[src/rtl/ct_vfalu_pkg.sv]
// Shared VFALU writeback definitions: flag layout, default widths, queue entry type.
// Latency: n/a (types and constants only).
// Backpressure: n/a.
//
// Contents:
//   VF_FLAG_W / VF_FLAG_*  exception-flag width and bit positions (NV DZ OF UF NX)
//   VF_DATA_W              default result data width
//   vfalu_entry_t          default-width queue entry {data, flag}
package ct_vfalu_pkg;

   localparam int VF_FLAG_W  = 5;
   localparam int VF_FLAG_NV = 4;
   localparam int VF_FLAG_DZ = 3;
   localparam int VF_FLAG_OF = 2;
   localparam int VF_FLAG_UF = 1;
   localparam int VF_FLAG_NX = 0;

   localparam int VF_DATA_W  = 64;

   typedef struct packed {
      logic [VF_DATA_W-1:0] data;
      logic [VF_FLAG_W-1:0] flag;
   } vfalu_entry_t;

endpackage

[src/rtl/ct_vfalu_wb_fifo.sv]
// Circular buffer of DEPTH writeback entries with flush.
// Latency: 1 cycle push-to-head; no bypass when empty.
// Backpressure: push while full is dropped unless a pop happens in the same cycle.
//
// Ports:
//   forever_cpuclk, cpurst_b   clock, async active-low reset
//   push, push_dat             write request and entry
//   pop                        retire head (ignored while empty)
//   flush                      discard contents and any push/pop this cycle
//   head_dat                   current head entry (valid while !empty)
//   full, empty                status from registered count
module ct_vfalu_wb_fifo
   import ct_vfalu_pkg::*;
#(
   parameter int  DEPTH   = 2,
   parameter type entry_t = vfalu_entry_t
) (
   input  logic   forever_cpuclk,
   input  logic   cpurst_b,
   input  logic   push,
   input  entry_t push_dat,
   input  logic   pop,
   input  logic   flush,
   output entry_t head_dat,
   output logic   full,
   output logic   empty
);

   localparam int PTR_W = (DEPTH > 1) ? $clog2(DEPTH) : 1;
   localparam int CNT_W = $clog2(DEPTH + 1);
   localparam logic [PTR_W-1:0] PTR_LAST = PTR_W'(DEPTH - 1);
   localparam logic [CNT_W-1:0] CNT_FULL = CNT_W'(DEPTH);

   entry_t           mem [DEPTH];
   logic [PTR_W-1:0] wr_ptr;
   logic [PTR_W-1:0] rd_ptr;
   logic [CNT_W-1:0] cnt;
   logic             push_ok;
   logic             pop_ok;

   // Pointers wrap explicitly so non-power-of-two depths work.
   function automatic logic [PTR_W-1:0] ptr_inc(input logic [PTR_W-1:0] p);
      return (p == PTR_LAST) ? '0 : p + PTR_W'(1);
   endfunction

   assign full  = (cnt == CNT_FULL);
   assign empty = (cnt == '0);

   // A full queue still accepts a push when the head leaves in the same cycle.
   assign pop_ok  = pop  & ~empty & ~flush;
   assign push_ok = push & (~full | pop_ok) & ~flush;

   always_ff @(posedge forever_cpuclk or negedge cpurst_b) begin
      if (!cpurst_b) begin
         wr_ptr <= '0;
         rd_ptr <= '0;
         cnt    <= '0;
      end else if (flush) begin
         wr_ptr <= '0;
         rd_ptr <= '0;
         cnt    <= '0;
      end else begin
         if (push_ok) wr_ptr <= ptr_inc(wr_ptr);
         if (pop_ok)  rd_ptr <= ptr_inc(rd_ptr);
         case ({push_ok, pop_ok})
            2'b10:   cnt <= cnt + CNT_W'(1);
            2'b01:   cnt <= cnt - CNT_W'(1);
            default: cnt <= cnt;
         endcase
      end
   end

   // Storage is not reset; head_dat is meaningless while empty.
   always_ff @(posedge forever_cpuclk) begin
      if (push_ok) mem[wr_ptr] <= push_dat;
   end

   assign head_dat = mem[rd_ptr];

endmodule

[src/rtl/ct_vfalu_wb_collect.sv]
// VFALU result collector: AND-OR select of source results into a registered writeback queue.
// Latency: 1 cycle from src_vld to wb_vld when the queue is empty; 1 entry/cycle throughput.
// Backpressure: wb_ready stalls the head; collect_full tells issue to hold off; overflow drops.
//
// Optional checker macro: VFALU_WB_ONEHOT_CHK_EN (adds sticky onehot_err output).
// Ports:
//   forever_cpuclk, cpurst_b            clock, async active-low reset
//   src_vld/src_data                    per-source result, source i at [i*DATA_W +: DATA_W]
//   src_flag_vld/src_flag               per-source exception flags, source i at [i*FLAG_W +: FLAG_W]
//   rtu_yy_xx_flush                     drop queue contents and this cycle's push/pop
//   wb_vld/wb_ready/wb_data/wb_flag     register-file writeback handshake
//   collect_full                        queue full (registered)
//   fflags_clr/fflags_acc               sticky OR of retired flags, with clear
//   onehot_err                          sticky multi-hot / overflow error (macro only)
module ct_vfalu_wb_collect
   import ct_vfalu_pkg::*;
#(
   parameter int SRC_NUM   = 3,
   parameter int DATA_W    = VF_DATA_W,
   parameter int FLAG_W    = VF_FLAG_W,
   parameter int BUF_DEPTH = 2
) (
   input  logic                      forever_cpuclk,
   input  logic                      cpurst_b,
   input  logic [SRC_NUM-1:0]        src_vld,
   input  logic [SRC_NUM*DATA_W-1:0] src_data,
   input  logic [SRC_NUM-1:0]        src_flag_vld,
   input  logic [SRC_NUM*FLAG_W-1:0] src_flag,
   input  logic                      rtu_yy_xx_flush,
   input  logic                      wb_ready,
   output logic                      wb_vld,
   output logic [DATA_W-1:0]         wb_data,
   output logic [FLAG_W-1:0]         wb_flag,
   output logic                      collect_full,
   input  logic                      fflags_clr,
   output logic [FLAG_W-1:0]         fflags_acc
`ifdef VFALU_WB_ONEHOT_CHK_EN
   ,
   output logic                      onehot_err
`endif
);

   // Entry type at the configured widths; same layout as the package default.
   typedef struct packed {
      logic [DATA_W-1:0] data;
      logic [FLAG_W-1:0] flag;
   } wb_entry_t;

   wb_entry_t sel;
   wb_entry_t head;
   logic      push;
   logic      pop;
   logic      retire;
   logic      q_full;
   logic      q_empty;

   // AND-OR select: a multi-hot input merges rather than picking one source.
   // Flags are masked by their valid here so the queue stores final wb_flag.
   always_comb begin
      sel = '0;
      for (int i = 0; i < SRC_NUM; i++) begin
         if (src_vld[i]) begin
            sel.data = sel.data | src_data[i*DATA_W +: DATA_W];
            if (src_flag_vld[i]) sel.flag = sel.flag | src_flag[i*FLAG_W +: FLAG_W];
         end
      end
   end

   assign push = |src_vld;
   assign pop  = wb_vld & wb_ready;
   // A pop in the flush cycle is discarded, so it does not retire flags either.
   assign retire = pop & ~rtu_yy_xx_flush;

   ct_vfalu_wb_fifo #(
      .DEPTH   (BUF_DEPTH),
      .entry_t (wb_entry_t)
   ) u_fifo (
      .forever_cpuclk (forever_cpuclk),
      .cpurst_b       (cpurst_b),
      .push           (push),
      .push_dat       (sel),
      .pop            (pop),
      .flush          (rtu_yy_xx_flush),
      .head_dat       (head),
      .full           (q_full),
      .empty          (q_empty)
   );

   assign wb_vld       = ~q_empty;
   assign wb_data      = head.data;
   assign wb_flag      = head.flag;
   assign collect_full = q_full;

   // Clear takes effect before the OR so a same-cycle retire is kept.
   always_ff @(posedge forever_cpuclk or negedge cpurst_b) begin
      if (!cpurst_b) begin
         fflags_acc <= '0;
      end else if (fflags_clr) begin
         fflags_acc <= retire ? wb_flag : '0;
      end else if (retire) begin
         fflags_acc <= fflags_acc | wb_flag;
      end
   end

`ifdef VFALU_WB_ONEHOT_CHK_EN
   logic multi_hot;
   logic overflow;

   assign multi_hot = |(src_vld & (src_vld - SRC_NUM'(1)));
   assign overflow  = push & q_full & ~pop;

   always_ff @(posedge forever_cpuclk or negedge cpurst_b) begin
      if (!cpurst_b) begin
         onehot_err <= 1'b0;
      end else if (multi_hot | overflow) begin
         onehot_err <= 1'b1;
      end
   end
`endif

endmodule

[config.mk]
export PLATFORM = sky130hd
export DESIGN_NAME = ct_vfalu_wb_collect
export DESIGN_NICKNAME = d
export VERILOG_FILES = /design/src/rtl/ct_vfalu_pkg.sv /design/src/rtl/ct_vfalu_wb_fifo.sv /design/src/rtl/ct_vfalu_wb_collect.sv
export SDC_FILE = /design/constraint.sdc
export NUM_CORES = 1
export LEC_CHECK = 0
export BUFFER_PORTS_ARGS = -buffer_cell sky130_fd_sc_hd__buf_2
export CORE_ASPECT_RATIO = 1.5
export CORE_MARGIN = 5
export CORE_UTILIZATION = 51
export DETAILED_ROUTE_END_ITERATION = 10
export PLACE_DENSITY = 0.86
export SETUP_SLACK_MARGIN = 0.15
export SYNTH_ARGS = -nofsm -noshare
export SYNTH_HDL_FRONTEND = slang
export SYNTH_SLANG_ARGS = --single-unit
[constraint.sdc]
create_clock -name forever_cpuclk -period 13.1 [get_ports forever_cpuclk]
set_input_delay 0.655 -clock forever_cpuclk [delete_from_list [all_inputs] [get_ports forever_cpuclk]]
set_output_delay 0.655 -clock forever_cpuclk [all_outputs]
set_load 0.02 [all_outputs]
Word level (Yosys, flattened, before mapping)
Memories as Yosys holds them, arrays and structs flattened.
Cells that the tools add are included.
Widths: inputs -> output; s select.
{ "totals": {"output_inout_bits": 76, "mem_bits_rw": 138, "rom_bits": 0, "input_bits": 218, "ff_bits": 9, "wordCells": 52, "latch_bits": 0, "mem_count": 1} }
{ "op_classes": {"n_bitwise": 15, "n_eq_ne": 3, "reduce_logical": 6, "div_mod_pow": 0, "n_mul": 0, "shift": 0, "magnitude_cmp": 0, "muxes": 19, "add_sub_neg": 4} }
{ "memory_table": {"columns": ["name", "words", "word_bits", "read_ports", "rd_clocked_by_memory_dff", "wr", "line", "rtl"], "rows": [
  ["u_fifo.mem", 2, 69, 1, 0, 1, "ct_vfalu_wb_fifo.sv:34", "entry_t mem [DEPTH];"]
]} }
{ "op_table": {"columns": ["operator", "n"], "rows": [
  ["$mux 69", 3],
  ["$or 64x64->64", 2],
  ["$mux 5", 6],
  ["$or 5x5->5", 3],
  ["$mux 1", 8],
  ["$and 1x1->1", 6],
  ["$reduce_bool 2->1", 3],
  ["$eq 2x2->1 const B", 2],
  ["$pmux 2 s2", 1],
  ["$not 1->1", 3],
  ["$reduce_bool 3->1", 1],
  ["$reduce_or 3->1", 1],
  ["$add 1x1->1 const B", 2],
  ["$add 2x1->2 const B", 1],
  ["$eq 2x1->1 const B", 1],
  ["$logic_not 2->1", 1],
  ["$mux 2", 1],
  ["$sub 2x1->2 const B", 1],
  ["$or 1x1->1", 1]
]} }

Longest topological paths before layout
{ "logic_depth": {"ltp_word": 11, "mapped_depth": 5, "ltp_nobuf": 4} }

Modules after synthesis
From an unflattened synthesis, not the netlist that was laid out.
{ "hier_totals": {"cells_unflattened": 429, "area_unflattened_um2": 6666.4} }
{ "modules_own_cells": {"columns": ["mod", "cells_each", "seq_area_each_um2", "area_each_um2", "instances"], "rows": [
  ["ct_vfalu_wb_fifo", 242, 4244.1, 5265.0, 1],
  ["ct_vfalu_wb_collect", 187, 125.1, 1401.3, 1]
]} }

Worst setup path before layout
No wires, ideal clock.
{ "synth_timing": {"path_type": "input port to flip-flop", "start": "input src_vld[1]", "end": "memory u_fifo.mem[1][0] (netlist name) (enable)", "cell_stages": 4, "setup_time_ns": 0.595, "required_ns": 12.505, "t_arrival_ns": 6.105, "path_buffers": 1, "path_slack_ns": 6.400, "path_cell_list": "clkbuf_1 > or3_4 > o21ai_2 > nor3b_1"} }
{ "synth_via": {"elab_chain_cells": 5} }
{ "synth_rtl": {"columns": ["element", "line", "rtl"], "rows": [
  ["start: declaration", "ct_vfalu_wb_collect.sv:25", "input logic [SRC_NUM-1:0] src_vld,"],
  ["$reduce_or 3->1", "ct_vfalu_wb_collect.sv:69", "assign push = |src_vld;"],
  ["$and 1x1->1 (2 in a row)", "ct_vfalu_wb_fifo.sv:51", "assign push_ok = push & (~full | pop_ok) & ~flush;"],
  ["$mux 1", "ct_vfalu_wb_fifo.sv:75", "if (push_ok) mem[wr_ptr] <= push_dat;"],
  ["$mux 1 (not written as such)", "ct_vfalu_wb_fifo.sv:75", null],
  ["end: declaration", "ct_vfalu_wb_fifo.sv:34", null]
]} }
No other way between the ends.

Worst setup path after layout
{ "layout_timing": {"start": "register u_fifo.rd_ptr", "end": "output wb_data[21]"} }
{ "layout_via": {"elab_chain_cells": 1} }
{ "layout_rtl": {"columns": ["element", "line", "rtl"], "rows": [
  ["start: declaration", "ct_vfalu_wb_fifo.sv:36", "logic [PTR_W-1:0] rd_ptr;"],
  ["start signal: assignment", "ct_vfalu_wb_fifo.sv:64", "if (pop_ok) rd_ptr <= ptr_inc(rd_ptr);"],
  ["$mem_v2 2x69", null, null],
  ["end: declaration", "ct_vfalu_wb_collect.sv:32", "output logic [DATA_W-1:0] wb_data,"]
]} }
No other way between the ends.

==> metrics.txt <==
category of the most critical setup path=flop to output port; largest net degree at the start of global routing=71; Slowest-stage cell, CP=sky130_fd_sc_hd__buf_4; synthesized netlist cell count=426; top library cells by usage in the layout, fill and taps aside=sky130_fd_sc_hd__buf_2 (293), sky130_fd_sc_hd__edfxtp_1 (138), sky130_fd_sc_hd__mux2_2 (69); die extent in y=148 um; synthesis-to-finish area growth=33.3%; number of DRC violations after detailed routing=0; Post-DRT Antenna Nets=0; power share of the clock group=37.0%; fin crit period=2.78 ns; highest metal used=met5; number of library cell types mapped by synthesis=27; fraction of the cycle the final worst path needs=21.2%; Combinational Power Share=17.6%; number of rows in the core area=50; global route total overflow=0; routed length per instance=19.9 um; buffers inserted by post-CTS timing repair=0; DP Worst Slack=10.33 ns; required time reported for the critical path endpoint=12.44 ns; Post-Route WL=17500 um; kind of start point of the critical path=flop; vias in the first global route=5397; root buffer selected by CTS=sky130_fd_sc_hd__clkbuf_16; fraction of power spent switching nets=25.6%; placeable core region=12400 sq um; H-tree level count=4; worst max-slew margin expressed relative to the limit=39.9%; Final WS setup=10.32 ns; count of warnings emitted by yosys=0; slew of the pin with the lowest slew margin=0.902 ns; wire length on met1=6010 um; number of DRC markers in iteration 0=400; achievable frequency=0.359 GHz; total track usage=22.6%; number of buffers on the longest clock path=2; worst skew pair latency=0.41 ns; vias per std cell=5.72; die area=15100 sq um; number of enable-type register cells in the synthesized netlist=138; Clock Pin Slew Worst Setup and Hold Paths=0.06 ns; combined buffer and inverter count along the critical path=2; CTS resizes=0; estimated wirelength of the detail-placed design=12600 um; asr flop ratio synth=6.12%; Clock Sinks=147; met2 layer wire length in the routed design=9320 um; final clock skew=0.0207 ns; detailed-routing iteration count for the pre-antenna-repair pass=8; sequential fraction of the synthesis area=67.5%; Psw=318 uW; CP top delay family=buffers and inverters; antenna violations before repair=1; fraction of final layout cells sized beyond drive strength 1=55.8%; ordered list of cells on the worst path=buf_4 > mux2_2 > buf_2; share of total power in sequential cells=45.4%; static leakage=0.00367 uW; most common library cell in the layout ignoring fill and taps=sky130_fd_sc_hd__buf_2; clock tree from TritonCTS=done; most common flop cell mapped by yosys=sky130_fd_sc_hd__edfxtp_1; final hold violation count=0; total number of vias=5047; routed length on met3=1470 um; total negative slack=0 ns; wire length of the first global-routing pass=25800 um; die width=102 um; highest net fanout along the worst path=69; number of max-slew violations in the final report=0; post-synthesis average cell area=15.2 sq um; setup repair after global routing missed its margin=no; number of buffer cells added on primary ports=293; Max-cap violations=0; total of hold buffers inserted after clock tree synthesis=0; # IOs=294; effective utilization at floorplan=52.0%; final estimated routing congestion in global placement=0.854; n_diodes=0; result of the run=finished clean; Peak VDD IR=0.0000872 V; Hold Crit Class=input pin to asynchronous set/reset pin; Seq cells post-synth=147; Power Density=144 nW/um^2; Finish-stage setup viols=0; total CTS buffers=17; slowest stage delay, CP=0.68 ns; endpoint class of the critical path=output port; endpoint arrival time on the critical path=2.13 ns; Synthesized Nets=644; internal power contribution=928 uW; post-synthesis instance area=6470 sq um; final layout net count=931
[cells in the mapped netlist (all sizes together) (2+ instances only)]
cell type,count,share of area [%]
nor2b,2,0.19
a22o,5,0.68
nor2,4,0.23
edfxtp,138,64
dfrtp,9,3.5
inv,66,3.8
buf,14,1.2
a222oi,64,9.9
o21ai,2,0.21
nand3,20,1.5
clkbuf,19,1.1
mux2,70,12
nand2b,2,0.19
[final cells by class]
| class | instances | area, sq um |
|---|---|---|
| sequential | 147 | 4370 |
| fill | 893 | 3820 |
| multi-input combinational | 180 | 1720 |
| timing repair buffer | 301 | 1530 |
| clock buffer | 20 | 437 |
| inverter | 66 | 248 |
| tap | 156 | 195 |
| clock inverter | 12 | 134 |
[state kept, by name, indices dropped and copies added (netlist names)]
register,cells
fflags_acc,5
u_fifo.rd_ptr,1
u_fifo.cnt,2
u_fifo.mem,138
u_fifo.wr_ptr,1
[metal layers]
metal | vias to the layer above | GRT usage [%]
li1 | 2280 | -
met2 | 297 | 41.1
met1 | 2411 | 23.2
met4 | 2 | 12.0
met3 | 57 | 5.48
met5 | - | 0
[worst paths after layout]
| check | to | slack (ns) | start | depth (start not counted) |
|---|---|---|---|---|
| max | wb_data[21] | 10.32 | u_fifo.rd_ptr | 3 |
| min | fflags_acc[4] | 0.08 | cpurst_b | 1 |
| max reg2reg | u_fifo.mem[1][38] | 11.29 | u_fifo.cnt[0] | 4 |
| min reg2reg | fflags_acc[3] | 0.51 | fflags_acc[3] | 1 |
| max in group asynchronous | u_fifo.rd_ptr | 12.83 | cpurst_b | 1 |
| min in group forever_cpuclk | fflags_acc[3] | 0.51 | fflags_acc[3] | 1 |
[worst reg2reg max path: stages (launching register included)]
cell                       delay (ns)
sky130_fd_sc_hd__dfrtp_1         0.44
sky130_fd_sc_hd__nand2b_1        0.19
sky130_fd_sc_hd__o21ai_2         0.10
sky130_fd_sc_hd__nor3b_2         0.21
sky130_fd_sc_hd__buf_4           0.48
[power by group through the flow]
stage | registers, uW | clock network [uW] | logic, uW
2_1_floorplan | 578 | 0 | 131
3_3_place_gp | 573 | 0 | 212
3_5_place_dp | 576 | 0 | 219
4_1_cts | 566 | 469 | 220
5_1_grt | 568 | 494 | 234
6_report | 566 | 461 | 219
[through the flow]
stage               instances  hold slack (ns)  util, %  instance area [sq um]  total power (uW)
floorplan                 426            0.359        -                   6470               709
global placement          850            0.492     64.7                   8060               785
detailed placement        850            0.494     64.7                   8060               795
CTS                       882           0.0749     69.3                   8630              1260
global route              882           0.0805     69.3                   8630              1300
finish                    882           0.0774     69.3                   8630              1250
[logic make-up (layout without fill, tap and decap cells)]
| family | count (synthesis) | count (layout) | share of synthesized area (%) |
|---|---|---|---|
| XOR/XNOR | 1 | 1 | 0.135 |
| AO/OA/AOI/OAI | 74 | 74 | 11.1 |
| AND/OR/NAND/NOR | 35 | 35 | 2.98 |
| multiplexers | 70 | 70 | 12.2 |
| buffers and inverters | 99 | 399 | 6.11 |
| flip-flops | 147 | 147 | 67.5 |
(Power assumes the default switching activity.)
